File: src/rtl/coin_credit_ctrl.sv
// -----------------------------------------------------------------------------
// coin_credit_ctrl
//
// Vending-machine credit controller. Coins are added to a credit register
// through a carry-out add, and a coin is refused if the addition would wrap or
// go past MAX_CREDIT. In IDLE the controller arbitrates cancel > vend_req >
// coin. A small FSM (IDLE / DISPENSE / CHANGE) sequences product release and
// the change-return handshake.
//
// Ports:
//   clk, rst                    clock, synchronous active-high reset
//   coin_valid, coin_value      coin presented by the acceptor front end
//   coin_ready                  controller takes a coin this cycle (comb.)
//   coin_accept, coin_reject    one-cycle result pulses, 1 cycle after a coin
//   vend_req, price             purchase request, sampled in IDLE
//   cancel                      return all credit
//   dispense                    one-cycle product release pulse
//   vend_deny                   one-cycle pulse: credit below price
//   change_valid, change_amt    change presented to the change dispenser
//   change_ready                change dispenser takes change_amt
//   credit                      current registered credit
//   busy                        FSM is not in IDLE
//   ovf_sticky                  (optional) set on any coin reject
//
// Optional feature: define COIN_CREDIT_OVF_STICKY_EN to add the ovf_sticky
// output. It is cleared only by rst or by a completed change handshake.
// -----------------------------------------------------------------------------
module coin_credit_ctrl #(
   parameter int WIDTH      = 5,
   parameter int MAX_CREDIT = 31
) (
   input  logic             clk,
   input  logic             rst,
   input  logic             coin_valid,
   input  logic [WIDTH-1:0] coin_value,
   output logic             coin_ready,
   output logic             coin_accept,
   output logic             coin_reject,
   input  logic             vend_req,
   input  logic [WIDTH-1:0] price,
   input  logic             cancel,
   output logic             dispense,
   output logic             vend_deny,
   output logic             change_valid,
   output logic [WIDTH-1:0] change_amt,
   input  logic             change_ready,
   output logic [WIDTH-1:0] credit,
   output logic             busy
`ifdef COIN_CREDIT_OVF_STICKY_EN
   ,
   output logic             ovf_sticky
`endif
);

   typedef enum logic [1:0] {
      S_IDLE,
      S_DISPENSE,
      S_CHANGE
   } state_t;

   localparam logic [WIDTH:0] MAX_SUM = (WIDTH+1)'(MAX_CREDIT);

   state_t           state;
   logic [WIDTH-1:0] remainder_q;   // credit - price, latched when a vend is granted
   logic [WIDTH:0]   sum;
   logic             overflow;

   // One extra bit keeps the carry so a wrapped sum is never mistaken for a
   // small legal credit.
   assign sum      = {1'b0, credit} + {1'b0, coin_value};
   assign overflow = sum[WIDTH] | (sum > MAX_SUM);

   assign coin_ready = (state == S_IDLE) & ~cancel & ~vend_req;
   assign busy       = (state != S_IDLE);

   // NOTE: every register here is written with <= so all updates in a cycle see
   // the pre-edge values; blocking assignments would make results order-dependent.
   always_ff @(posedge clk) begin
      if (rst) begin
         state        <= S_IDLE;
         credit       <= '0;
         remainder_q  <= '0;
         coin_accept  <= 1'b0;
         coin_reject  <= 1'b0;
         dispense     <= 1'b0;
         vend_deny    <= 1'b0;
         change_valid <= 1'b0;
         change_amt   <= '0;
`ifdef COIN_CREDIT_OVF_STICKY_EN
         ovf_sticky   <= 1'b0;
`endif
      end else begin
         // Pulse outputs default low and are raised for exactly one cycle.
         coin_accept <= 1'b0;
         coin_reject <= 1'b0;
         dispense    <= 1'b0;
         vend_deny   <= 1'b0;

         case (state)
            S_IDLE: begin
               if (cancel) begin
                  // Nothing to refund means nothing to do.
                  if (credit != '0) begin
                     change_amt <= credit;
                     state      <= S_CHANGE;
                  end
               end else if (vend_req) begin
                  if (credit >= price) begin
                     // Latch the remainder so a later change on price cannot
                     // corrupt the amount debited in DISPENSE.
                     remainder_q <= credit - price;
                     state       <= S_DISPENSE;
                  end else begin
                     vend_deny <= 1'b1;
                  end
               end else if (coin_valid && coin_ready) begin
                  if (overflow) begin
                     coin_reject <= 1'b1;
`ifdef COIN_CREDIT_OVF_STICKY_EN
                     ovf_sticky  <= 1'b1;
`endif
                  end else begin
                     credit      <= sum[WIDTH-1:0];
                     coin_accept <= 1'b1;
                  end
               end
            end

            S_DISPENSE: begin
               dispense <= 1'b1;
               credit   <= remainder_q;
               if (remainder_q != '0) begin
                  change_amt <= remainder_q;
                  state      <= S_CHANGE;
               end else begin
                  state <= S_IDLE;
               end
            end

            S_CHANGE: begin
               // change_valid rises on the cycle after entry, which places it
               // one cycle behind the dispense pulse on the vend path.
               if (!change_valid) begin
                  change_valid <= 1'b1;
               end else if (change_ready) begin
                  credit       <= '0;
                  change_valid <= 1'b0;
                  change_amt   <= '0;
                  state        <= S_IDLE;
`ifdef COIN_CREDIT_OVF_STICKY_EN
                  ovf_sticky   <= 1'b0;
`endif
               end
            end

            default: state <= S_IDLE;
         endcase
      end
   end

endmodule

File: config.mk
export PLATFORM = sky130hd
export DESIGN_NAME = coin_credit_ctrl
export DESIGN_NICKNAME = d
export VERILOG_FILES = /design/src/rtl/coin_credit_ctrl.sv
export SDC_FILE = /design/constraint.sdc
export NUM_CORES = 1
export LEC_CHECK = 0
export CORE_MARGIN = 10
export CORE_UTILIZATION = 60
export CTS_BUF_LIST = sky130_fd_sc_hd__clkbuf_2
export CTS_CLUSTER_SIZE = 8
export DETAILED_ROUTE_END_ITERATION = 10
export DONT_BUFFER_PORTS = 1
export PLACE_DENSITY = 0.76
export SYNTH_ARGS = -nofsm -noshare
export SYNTH_HDL_FRONTEND = slang
export SYNTH_SLANG_ARGS = --single-unit
File: constraint.sdc
create_clock -name clk -period 2 [get_ports clk]
set_input_delay 0.2 -clock clk [delete_from_list [all_inputs] [get_ports clk]]
set_output_delay 0.2 -clock clk [all_outputs]
set_load 0.01 [all_outputs]
==> impl_metrics.py <==
metrics = {
    "clock_network": {
        "ctsHtreeMaxLevel": 1,
        "hold_buffers": 2,
        "clock-sinks": 22,
        "cts.clk_slew.worst_paths_ps": 210,
        "insertion_delay_ps": 330,
        "cts_tree": "yes",
        "clockBufferDepth": 2,
        "clockRootBuffer": "clkbuf_2",
        "numCtsBuffers": 3,
    },
    "floorplanning": {
        "fp-row-count": 17,
        "start_util_pct": 63.1,
        "die-height_um": 68.2,
        "chipWidth_um": 68.2,
        "ioPinCount": 33,
        "core_area_um2": 2210,
        "die_area_um2": 4650,
    },
    "placed_design": {
        "io_buffer_count": 0,
        "dp_cells": 193,
        "dp.final_hpwl_mm": 2.89,
        "placed_cell_area_um2": 1500,
        "gp_congestion": 0.821,
    },
    "status": {
        "violations": "negative hold slack",
        "status": "complete, but fails checks",
    },
    "detailed_routing": {
        "viasPerCell": 5.95,
        "met2WireLength_mm": 1.96,
        "vias": 1202,
        "wl_per_cell_um": 18.5,
        "dr.max_layer_used": "met4",
        "drc": 0,
        "firstDrtPassIters": 4,
        "routed-wl-met3_um": 294,
        "ant_nets": 0,
        "m1WireLength_mm": 1.41,
        "drt_iter0_drc": 76,
        "wirelength_mm": 3.74,
    },
    "timing": {
        "max_freq_mhz": 513,
        "finClkSkew_ps": 1.63,
        "hold_ws_ps": -107,
        "relSlewSlack_pct": 61.2,
        "min_period_ps": 1950,
        "worst_pin_slew_ps": 576,
        "slew_viol_final": 0,
        "setup_viol": 0,
        "final_hold_viol_count": 20,
        "timing.final.crit_share_pct": 97.5,
    },
    "finish": {
        "drive_gt1_share_pct": 22.4,
        "synthToLayoutAreaGrowth_pct": 16.3,
        "multiInputGateArea_um2": 936,
        "diodes": 0,
        "fillers": 176,
        "stdcell_area_um2": 1620,
        "final_cells": 202,
        "nets": 207,
        "layout.area.seq_um2": 448,
    },
    "global_routing": {
        "grt_pass1_wl_mm": 5.82,
        "grt_pass1_vias": 1270,
        "grt_use_total_pct": 16.3,
        "grt_overflow": 0,
        "antenna_found_initial": 0,
        "grt_max_degree": 24,
    },
    "synth": {
        "synth_edf_count": 0,
        "yosysTopAreaCell": "dfxtp_1",
        "synth_top_cell_area_share_pct": 31.6,
        "netlist_area_um2": 1400,
        "ys_types": 35,
        "synth_cells": 157,
        "ys.warnings.count": 0,
        "ys_ff_latch": 22,
        "synth.avg_cell_area_um2": 8.89,
        "syn-num-nets": 189,
        "synthArstFlopShare_pct": 0,
        "yosys-top-cells-area": "dfxtp_1 (32%), ha_1 (13%), mux2i_1 (7.2%)",
        "ys_seq_area_share_pct": 31.6,
        "synthFlopType": "dfxtp_1",
    },
    "critical_path": {
        "crit_fanout": 6,
        "crit_path_end_kind": "flop",
        "startpoint_type": "flop",
        "critical_path.top_delay_family": "compound AO/OA/AOI/OAI gates",
        "crit_buf_inv": 0,
        "critical_path_class": "reg -> reg",
        "worstPathArrival_ps": 2190,
        "crit_chain": "ha_1 -> a21oi_1 -> nor3_1 -> o41ai_4 -> and2_4 -> a311oi_1",
        "cpMaxStageDelayCell": "o41ai_4",
        "cp.required_ps": 2240,
        "critical_path.max_stage_delay_ps": 500,
    },
    "flow_run": {
        "cap_viol_max_count": 0,
    },
    "power_and_ir_drop": {
        "ir_worst_vdd_uv": 1060,
        "p_leak_nw": 0.746,
        "pwr_density_cell_nw_per_um2": 1480,
    },
    "min_path": {
        "hp-class": "in -> reg",
    },
}
[state kept, by name, indices dropped and copies added, names as in the netlist]
register,cells
remainder_q,5
coin_accept,1
dispense,1
coin_reject,1
change_valid,1
change_amt,5
credit,5
vend_deny,1
state,2
[through the flow]
stage / setup WS [ps] / utilization [%] / power, mW / TNS [ps]
6_report: 49.1 / 73.4 / 2.40 / 0
5_1_grt: -31.2 / 73.4 / 2.58 / -101
4_1_cts: 2.99 / 69.7 / 2.23 / 0
3_5_place_dp: -8.06 / 67.9 / 2.02 / -8.06
3_3_place_gp: 46.9 / 67.9 / 1.97 / 0
2_1_floorplan: 62.7 / - / 1.64 / 0
[kinds of logic after synthesis]
logic type      share of synthesized area [%]
simple gates                             17.1
compound gates                           19.8
flops                                    31.6
buf+inv                                  5.11
fa+ha+maj                                15.4
mux                                      7.18
xor+xnor                                 3.77
[final cells by class]
cell class	count	area share (%)
Inverter	16	3.70
Sequential cell	22	27.6
Clock inverter	1	0.231
Timing Repair Buffer	16	7.71
Clock buffer	3	0.925
Multi-Input combinational cell	116	57.7
Tap cell	28	2.16
[Yosys cell counts, types with 2 or more instances]
cell type	count
a211oi_1	3
a21o_1	2
a21oi_1	12
a311oi_1	4
clkbuf_1	3
dfxtp_1	22
fa_1	2
ha_1	14
inv_1	16
mux2i_1	10
nand2_1	5
nand2b_1	3
nand3_1	7
nor2_1	14
nor2b_1	4
nor3_1	3
nor4_1	2
o21a_1	2
o21ai_0	9
xnor2_1	3
xor2_1	3
[routing by layer]
metal / global-route usage, % / vias to the layer above
li1: - / 589
met1: 17.1 / 562
met2: 29.2 / 42
met3: 5.22 / 9
met4: 7.04 / 0
met5: 0 / -
[timing repair]
item	CTS	global route
setup endpoints to repair	3	17
resized for setup	2	21
hold endpoints to repair	22	20
gates cloned	0	0
buffers inserted	0	3
pin swaps	0	8
[final timing paths]
| path | from | to | slack, ps | cells past startpoint |
|---|---|---|---|---|
| setup reg to reg | credit[1] | credit[0] | 50 | 6 |
| hold reg to reg | state[0] | state[0] | 540 | 2 |
| setup / recovery | credit[1] | credit[0] | 50 | 6 |
| hold / removal | rst | state[0] | -110 | 1 |
[worst register-to-register path, cell delays in order, from the launching register on]
cell	delay (ps)
dfxtp_2	390
ha_1	270
a21oi_1	210
nor3_1	120
o41ai_4	500
and2_4	280
a311oi_1	90
[layout by cell type, fill, tap and decap left out, types with 2 or more instances in the layout]
master	netlist	final
a211oi_1	3	2
a21o_1	2	2
a21oi_1	12	9
a21oi_2	0	3
a311oi_1	4	3
buf_4	0	14
clkbuf_2	0	3
dfxtp_1	22	16
dfxtp_2	0	6
dlygate4sd3_1	0	2
fa_1	2	2
ha_1	14	13
inv_1	16	14
inv_2	0	2
mux2i_1	10	10
nand2_1	5	5
nand2b_1	3	3
nand3_1	7	7
nor2_1	14	14
nor2b_1	4	4
nor3_1	3	3
nor4_1	2	2
o21a_1	2	2
o21ai_0	9	7
xnor2_1	3	3
xor2_1	3	3
[power breakdown]
| part | internal, mW | switching (mW) |
|---|---|---|
| Clock | 0.0435 | 0.139 |
| Combinational | 0.717 | 0.831 |
| Sequential | 0.551 | 0.119 |
Note: power is estimated with default switching activity, not from simulation.
